<file path="src/rtl/rf_writeback.sv">
`default_nettype none
// +------------------------------------------------------------------------+
// | rf_writeback: merges ALU and load results onto the regfile write port, |
// | queues loads in a FIFO and exposes pending-load hazard queries.        |
// | Optional macro RF_WB_PERF_EN adds kill/stall performance counters.     |
// | Revision: 1.0                                                          |
// +------------------------------------------------------------------------+
module rf_writeback #(
  parameter int DEPTH = 4,
  parameter int AW    = 5,
  parameter int DW    = 32
) (
  input  logic          clk,
  input  logic          rst_n,
  input  logic          alu_valid,
  input  logic [AW-1:0] alu_rd,
  input  logic [DW-1:0] alu_data,
  input  logic          mem_valid,
  output logic          mem_ready,
  input  logic [AW-1:0] mem_rd,
  input  logic [DW-1:0] mem_data,
  output logic          rf_we,
  output logic [AW-1:0] rf_wa,
  output logic [DW-1:0] rf_wd,
  input  logic [AW-1:0] q_ra1,
  input  logic [AW-1:0] q_ra2,
  output logic          q_busy1,
  output logic          q_busy2
`ifdef RF_WB_PERF_EN
  ,
  output logic [15:0]   perf_kill_cnt,
  output logic [15:0]   perf_stall_cnt
`endif
);

  localparam int c_IW = $clog2(DEPTH);
  localparam int c_PW = c_IW + 1;

  logic [AW-1:0]    r_rd   [DEPTH];
  logic [DW-1:0]    r_data [DEPTH];
  logic [DEPTH-1:0] r_live;
  logic [c_PW-1:0]  r_wptr;
  logic [c_PW-1:0]  r_rptr;

  logic [c_IW-1:0]  w_head;
  logic [c_IW-1:0]  w_tail;
  logic             w_full;
  logic             w_empty;
  logic             w_alu_take;
  logic             w_pop;
  logic             w_push;
  logic             w_in_kill;
  logic             w_head_live;
  logic [DEPTH-1:0] w_kill_vec;
  logic [DEPTH-1:0] w_live_nxt;

  assign w_head      = r_rptr[c_IW-1:0];
  assign w_tail      = r_wptr[c_IW-1:0];
  assign w_empty     = (r_wptr == r_rptr);
  assign w_full      = (r_wptr[c_PW-1] != r_rptr[c_PW-1]) && (w_head == w_tail);
  assign mem_ready   = !w_full;

  assign w_alu_take  = alu_valid && (alu_rd != '0);
  assign w_pop       = !w_alu_take && !w_empty;
  assign w_push      = mem_valid && !w_full && (mem_rd != '0);
  // An ALU result is younger than any load accepted in the same cycle.
  assign w_in_kill   = w_push && w_alu_take && (mem_rd == alu_rd);
  assign w_head_live = r_live[w_head];

  always_comb begin
    w_kill_vec = '0;
    q_busy1    = 1'b0;
    q_busy2    = 1'b0;
    for (int i = 0; i < DEPTH; i++) begin
      if (w_alu_take && r_live[i] && (r_rd[i] == alu_rd)) w_kill_vec[i] = 1'b1;
      if ((q_ra1 != '0) && r_live[i] && (r_rd[i] == q_ra1)) q_busy1 = 1'b1;
      if ((q_ra2 != '0) && r_live[i] && (r_rd[i] == q_ra2)) q_busy2 = 1'b1;
    end
  end

  // Live bits are cleared on pop so stale slots never match a query.
  always_comb begin
    w_live_nxt = r_live & ~w_kill_vec;
    if (w_pop)  w_live_nxt[w_head] = 1'b0;
    if (w_push) w_live_nxt[w_tail] = !w_in_kill;
  end

  always_ff @(posedge clk) begin
    if (w_push) begin
      r_rd[w_tail]   <= mem_rd;
      r_data[w_tail] <= mem_data;
    end
  end

  always_ff @(posedge clk or negedge rst_n) begin
    if (!rst_n) begin
      r_live <= '0;
      r_wptr <= '0;
      r_rptr <= '0;
      rf_we  <= 1'b0;
      rf_wa  <= '0;
      rf_wd  <= '0;
    end else begin
      r_live <= w_live_nxt;
      if (w_push) r_wptr <= r_wptr + c_PW'(1);
      if (w_pop)  r_rptr <= r_rptr + c_PW'(1);
      rf_we <= w_alu_take || (w_pop && w_head_live);
      if (w_alu_take) begin
        rf_wa <= alu_rd;
        rf_wd <= alu_data;
      end else if (w_pop && w_head_live) begin
        rf_wa <= r_rd[w_head];
        rf_wd <= r_data[w_head];
      end
    end
  end

`ifdef RF_WB_PERF_EN
  always_ff @(posedge clk or negedge rst_n) begin
    if (!rst_n) begin
      perf_kill_cnt  <= '0;
      perf_stall_cnt <= '0;
    end else begin
      if (((|w_kill_vec) || w_in_kill) && (perf_kill_cnt != 16'hFFFF))
        perf_kill_cnt <= perf_kill_cnt + 16'd1;
      if (mem_valid && w_full && (perf_stall_cnt != 16'hFFFF))
        perf_stall_cnt <= perf_stall_cnt + 16'd1;
    end
  end
`endif

endmodule
`default_nettype wire

</file>
<file path="config.mk">
export PLATFORM = sky130hd
export DESIGN_NAME = rf_writeback
export DESIGN_NICKNAME = d
export VERILOG_FILES = /design/src/rtl/rf_writeback.sv
export SDC_FILE = /design/constraint.sdc
export NUM_CORES = 1
export LEC_CHECK = 0
export CORE_MARGIN = 1.5
export CORE_UTILIZATION = 40
export DETAILED_ROUTE_END_ITERATION = 6
export PLACE_DENSITY = 0.66
export SYNTH_ARGS = -nofsm -noshare
export SYNTH_HDL_FRONTEND = slang
export SYNTH_SLANG_ARGS = --single-unit
</file>
<file path="constraint.sdc">
create_clock -name clk -period 3.2 [get_ports clk]
set_clock_uncertainty 0.2 [all_clocks]
set_input_delay 0.64 -clock clk [delete_from_list [all_inputs] [get_ports clk]]
set_output_delay 0.64 -clock clk [all_outputs]
set_load 0.005 [all_outputs]
</file>
* After elaboration in Yosys (flattened, before gate mapping)
Memories as Yosys holds them, arrays and structs flattened.
Cells that the tools add are included.
** Word-level totals
- Register bits :: 48
- Bits in latches :: 0
- RAM bits :: 148
- ROM bits :: 0
- Input bits :: 88
- Output and inout port bits :: 41
- Word-level logic and storage cells :: 105
- Memories :: 2
** Memory list
- r_data :: depth 4, width 32, rd ports 1, clocked after memory_dff 0, wr ports 1, RTL line 40 : logic [DW-1:0] r_data [DEPTH];
- r_rd :: depth 4, width 5, rd ports 5, clocked after memory_dff 0, wr ports 1, RTL line 39 : logic [AW-1:0] r_rd [DEPTH];
** Operators by class
- $add $sub $neg :: 2
- Multiply operators :: 0
- Div/mod/pow operators :: 0
- Order comparisons :: 4
- Equality and inequality tests :: 16
- Shift-type cells :: 0
- Mux-type cells :: 27
- Bitwise operators :: 4
- Reduce and logical (&&, ||, !) cells :: 44
** Operator list (number)
- $eq 5x5->1 :: 13
- $mux 32 :: 2
- $logic_and 1x1->1 :: 34
- $reduce_bool 5->1 :: 4
- $mux 1 :: 17
- $mux 5 :: 2
- $and 4x4->4 :: 2
- $mux 4 :: 2
- $not 4->4 :: 2
- $add 3x1->3 const B :: 2
- $lt 2x3->1 const B :: 2
- $bwmux 4 :: 1
- $demux 1 s2 :: 2
- $ge 2x1->1 const B :: 2
- $logic_not 1->1 :: 4
- $eq 3x3->1 :: 1
- $bmux 1 s2 :: 1
- $eq 2x2->1 :: 1
- $reduce_bool 2->1 :: 1
- $logic_or 1x1->1 :: 1
- $ne 1x1->1 :: 1

* Depth between registers and ports, before layout
Gate-level depths: netlist of the first run.
- Word-level depth :: 11
- Gate-level depth with buffers :: 7
- Mapped depth without buffers :: 5

* Worst setup path before layout of the first run
Ideal clock, no wire load.
- Path type :: register to register
- Start :: register r_rptr[0]
- End :: register r_live[0]
- Setup time :: 0.126 ns
- Data arrival time :: 2.582 ns
- Data required time :: 2.874 ns
- Slack :: 0.292 ns
- Stages on the path, launching flop included :: 7
- Buffers on the path :: 1
- Clock period less this slack :: 2.908 ns
- Path through :: dfrtp_1 -> clkbuf_1 -> xor2_1 -> or3_1 -> o311a_1 -> and2_1 -> mux2_2
** On the way
- Word-level cells in the longest chain between the ends :: 10
- Elaborated cells between the ends (all ways) :: 21
- Classes of those cells :: order compare (2); eq/ne (2); mux (5); bitwise (2); reduce/logical (10)
** RTL lines
- from (decl) :: RTL line 43 : logic [c_PW-1:0] r_rptr;
- from (signal assigned) :: RTL line 106 : if (w_pop) r_rptr <= r_rptr + c_PW'(1);
- $eq 2x2->1 (*) :: RTL line 60 : assign w_full = (r_wptr[c_PW-1] != r_rptr[c_PW-1]) && (w_head == w_tail);
- $logic_and 1x1->1 (*) :: RTL line 60
- $logic_not 1->1 (*)
- named net mem_ready :: RTL line 19 : output logic mem_ready,
- $logic_and 1x1->1 (*) (2 in series) :: RTL line 65 : assign w_push = mem_valid && !w_full && (mem_rd != '0);
- $logic_and 1x1->1 (2 in series) :: RTL line 67 : assign w_in_kill = w_push && w_alu_take && (mem_rd == alu_rd);
- $logic_not 1->1 :: RTL line 85 : if (w_push) w_live_nxt[w_tail] = !w_in_kill;
- $bwmux 4 :: RTL line 85
- $mux 4 (*) :: RTL line 85
- named net w_live_nxt[0] :: RTL line 55 : logic [DEPTH-1:0] w_live_nxt;
- to (signal assigned) :: RTL line 104 : r_live <= w_live_nxt;
- to (decl) :: RTL line 41 : logic [DEPTH-1:0] r_live;
Mark *: on every way through the listed nets, which the timed path passes. The rest lies on a longest branch.
A chain may end at the register's enable or synchronous reset.

==> results of run 1 <==
[path summary, 6_finish.rpt]
check / to / slack (ns) / depth (start not counted)
max in group asynchronous: rf_wd[27] / 2.01 / 2
min in group clk: rf_wd[4] / 0.33 / 2
setup / recovery: q_busy1 / 0.32 / 7
hold / removal: rf_wd[28] / 0.11 / 1
setup reg to reg: r_data[2][2] / 0.69 / 5
hold reg to reg: rf_wd[4] / 0.33 / 2
[layout make-up]
class | count | area, µm²
Sequential cell | 196 | 5650
Multi-Input combinational cell | 291 | 2700
Inverter | 4 | 15.0
Clock buffer | 18 | 429
Clock inverter | 14 | 150
Tap cell | 275 | 344
Timing Repair Buffer | 177 | 1690
Fill cell | 1764 | 9980
[metrics by stage]
stage | setup slack (ns) | power [mW]
final | 0.318 | 9.26
after global routing | 0.186 | 9.80
after CTS | -0.0157 | 9.35
after detailed placement | -0.236 | 7.28
after global placement | -0.103 | 7.17
after floorplan | 0.292 | 5.79
[registers in the layout, summed over array words and instances (netlist names)]
register	count
r_data	128
r_live	4
r_rd	20
r_rptr	3
r_wptr	3
rf_wa	5
rf_wd	32
rf_we	1
[cell usage after synthesis, types with 2 or more instances]
library cell  count
a21oi_1          38
a31oi_1           3
and2_1            4
buf_1             3
buf_2             7
clkbuf_1         22
dfrtp_1          48
edfxtp_1        148
ha_1              8
inv_1             4
mux2_2            3
mux2i_1          34
mux4_2           38
nand2_1          11
nand3_1          13
nand4_1           2
nor2_1           37
nor4_1           10
o21a_1            2
o21ai_0           2
o41ai_1           3
or3_1             2
or4_1             2
xnor2_1          27
xor2_1           46
[cell families (layout without fill, tap and decap cells)]
family / after synthesis / after routing / synth area share, %
buf+inv: 39 / 213 / 2.15
mux: 75 / 75 / 14.5
compound gates: 53 / 53 / 3.70
fa+ha+maj: 8 / 8 / 1.18
flops: 196 / 196 / 66.5
xor+xnor: 73 / 73 / 7.53
simple gates: 82 / 82 / 4.52
[power groups by stage]
stage / clock network (mW) / logic, mW / registers [mW]
2_1_floorplan: 0 / 1.90 / 3.89
3_3_place_gp: 0 / 3.22 / 3.96
3_5_place_dp: 0 / 3.29 / 3.99
4_1_cts: 2.11 / 3.29 / 3.94
5_1_grt: 2.21 / 3.59 / 4.00
6_report: 2.07 / 3.26 / 3.93
[worst max-delay path, delay by kind of cell (launching register included)]
family,cells,cell delay (ns)
flops,1,0.50
simple gates,3,0.53
xor+xnor,1,0.15
compound gates,1,0.12
buf+inv,2,0.32
[layer usage]
metal	track usage (%)	vias to the layer above	wire length, µm
met5	0	-	0
met4	4.90	0	213
met3	4.43	20	1070
met2	31.2	141	10100
met1	24.1	2523	8340
li1	-	2313	-
[timing repair]
item | 4_1_cts | 5_1_grt
gates resized for setup | 10 | 7
pin swaps | 4 | 7
setup buffers | 0 | 15
endpoints found under the setup margin | 2 | 2
==> metrics.cfg, run 1 <==
[grt]
grt_max_degree=51
grt.total_usage_pct=18.5
grt_pass1_vias=5387
grt_overflow=0
grt_pass1_wl_mm=30.2
antenna_found_initial=0

[placement]
place_congestion=0.867
hpwl_mm=13.6
dp.cells=929
portBuffers=128
dpl_cell_area_mm2=0.0103

[finish]
diodes=0
drive_gt1_share_pct=19.1
area_growth_pct=29.1
layout_common_cells=148 x edfxtp_1, 116 x clkdlybuf4s50_1, 46 x dfrtp_1
nets=783
final_common_cell=edfxtp_1
final_cell_area_mm2=0.0110
fin_cells=975
final_util_pct=52.4

[sta]
period_needed_ns=2.88
setup_tns_ns=0
slew_violations=0
hold_viol=0
rsz0062_at_grt=false
final-setup-viol-count=0
slew_headroom_pct=42.5
holdWs_ns=0.109
timing.final.crit_share_pct=90.0
clock.fmax_mhz=347
tightest_slew_ns=0.862

[power]
leakage_nw=4.00
ir_drop_mv=0.487
p_int_mw=6.34
pwr-share-comb_pct=35.2
p_per_area_mw_per_mm2=844
switching_share_pct=31.5
power.share.clock_pct=22.3
switchingPower_mw=2.92
p_seq_share_pct=42.4

[logic_synthesis]
synth_cell_types=34
synth_top_flop_cell=edfxtp_1
synth_top_area_share_pct=52.3
synth_edf_count=148
synth_top_area_cell=edfxtp_1
ys_async_sr_fraction_pct=24.5
synth_area_leaders=edfxtp_1 52%, dfrtp_1 14%, mux4_2 10%
syn-num-nets=622
synthCells=526
synth_area_mm2=0.00850
synth_seq_cells=196
ys_seq_area_share_pct=66.5
yosysWarnings=0
synth_area_per_cell_um2=16.2

[clock_network]
cts_hold_buf=0
ctsHtreeMaxLevel=4
clk_pin_slew_worst_paths_ns=0.07
clk_latency_ns=0.43
cts-root-buf=clkbuf_16
cts_tree=built
cts_buffers=17
cts_sinks=196
clk_path_buf_depth=2

[floorplan]
dieArea_mm2=0.0221
core_region_area_mm2=0.0210
start_util_pct=40.5
placementRows=53
fp.dieW_um=149
ios=129
die_y_um=149

[setup_path]
crit_path_end_kind=output port
path_cells=buf_4 > xor2_2 > nor4_2 > nand3_1 > nand4_1 > o21a_1 > dlymetal6s2s_1
crit_required_ns=2.36
cp_slowest_cell=edfxtp_1
slowest_delay_ns=0.50
critPathLaunchType=flip-flop
crit_arrival_ns=2.04
critical_path.max_fanout=4
r2r-start=r_rptr[0]
cp-startpoint=r_rd[0][3]
crit_type=flip-flop to output port

[status]
status=finished clean

[routing]
drt-initial-drc-count=277
detail_route.first_pass.iterations=5
detail-route-antenna-nets=0
wl_mm=19.7
via_per_inst=5.13
wl_per_cell_um=20.2
vias=4997
drcViolationCount=0

[min_path]
hold_class=input port to async pin

[job]
maxCapViolCount=0

Note: power is estimated with default switching activity, not from simulation.
==> run 2: changes to the inputs <==
--- a/config.mk
+++ b/config.mk
@@ -7,6 +7,7 @@
 export LEC_CHECK = 0
 export CORE_MARGIN = 1.5
 export CORE_UTILIZATION = 40
+export CTS_CLUSTER_DIAMETER = 60
 export DETAILED_ROUTE_END_ITERATION = 6
 export PLACE_DENSITY = 0.66
 export SYNTH_ARGS = -nofsm -noshare
==> results of run 2 <==
No change in the layout: final DEF, timing and power equal those of run 1.
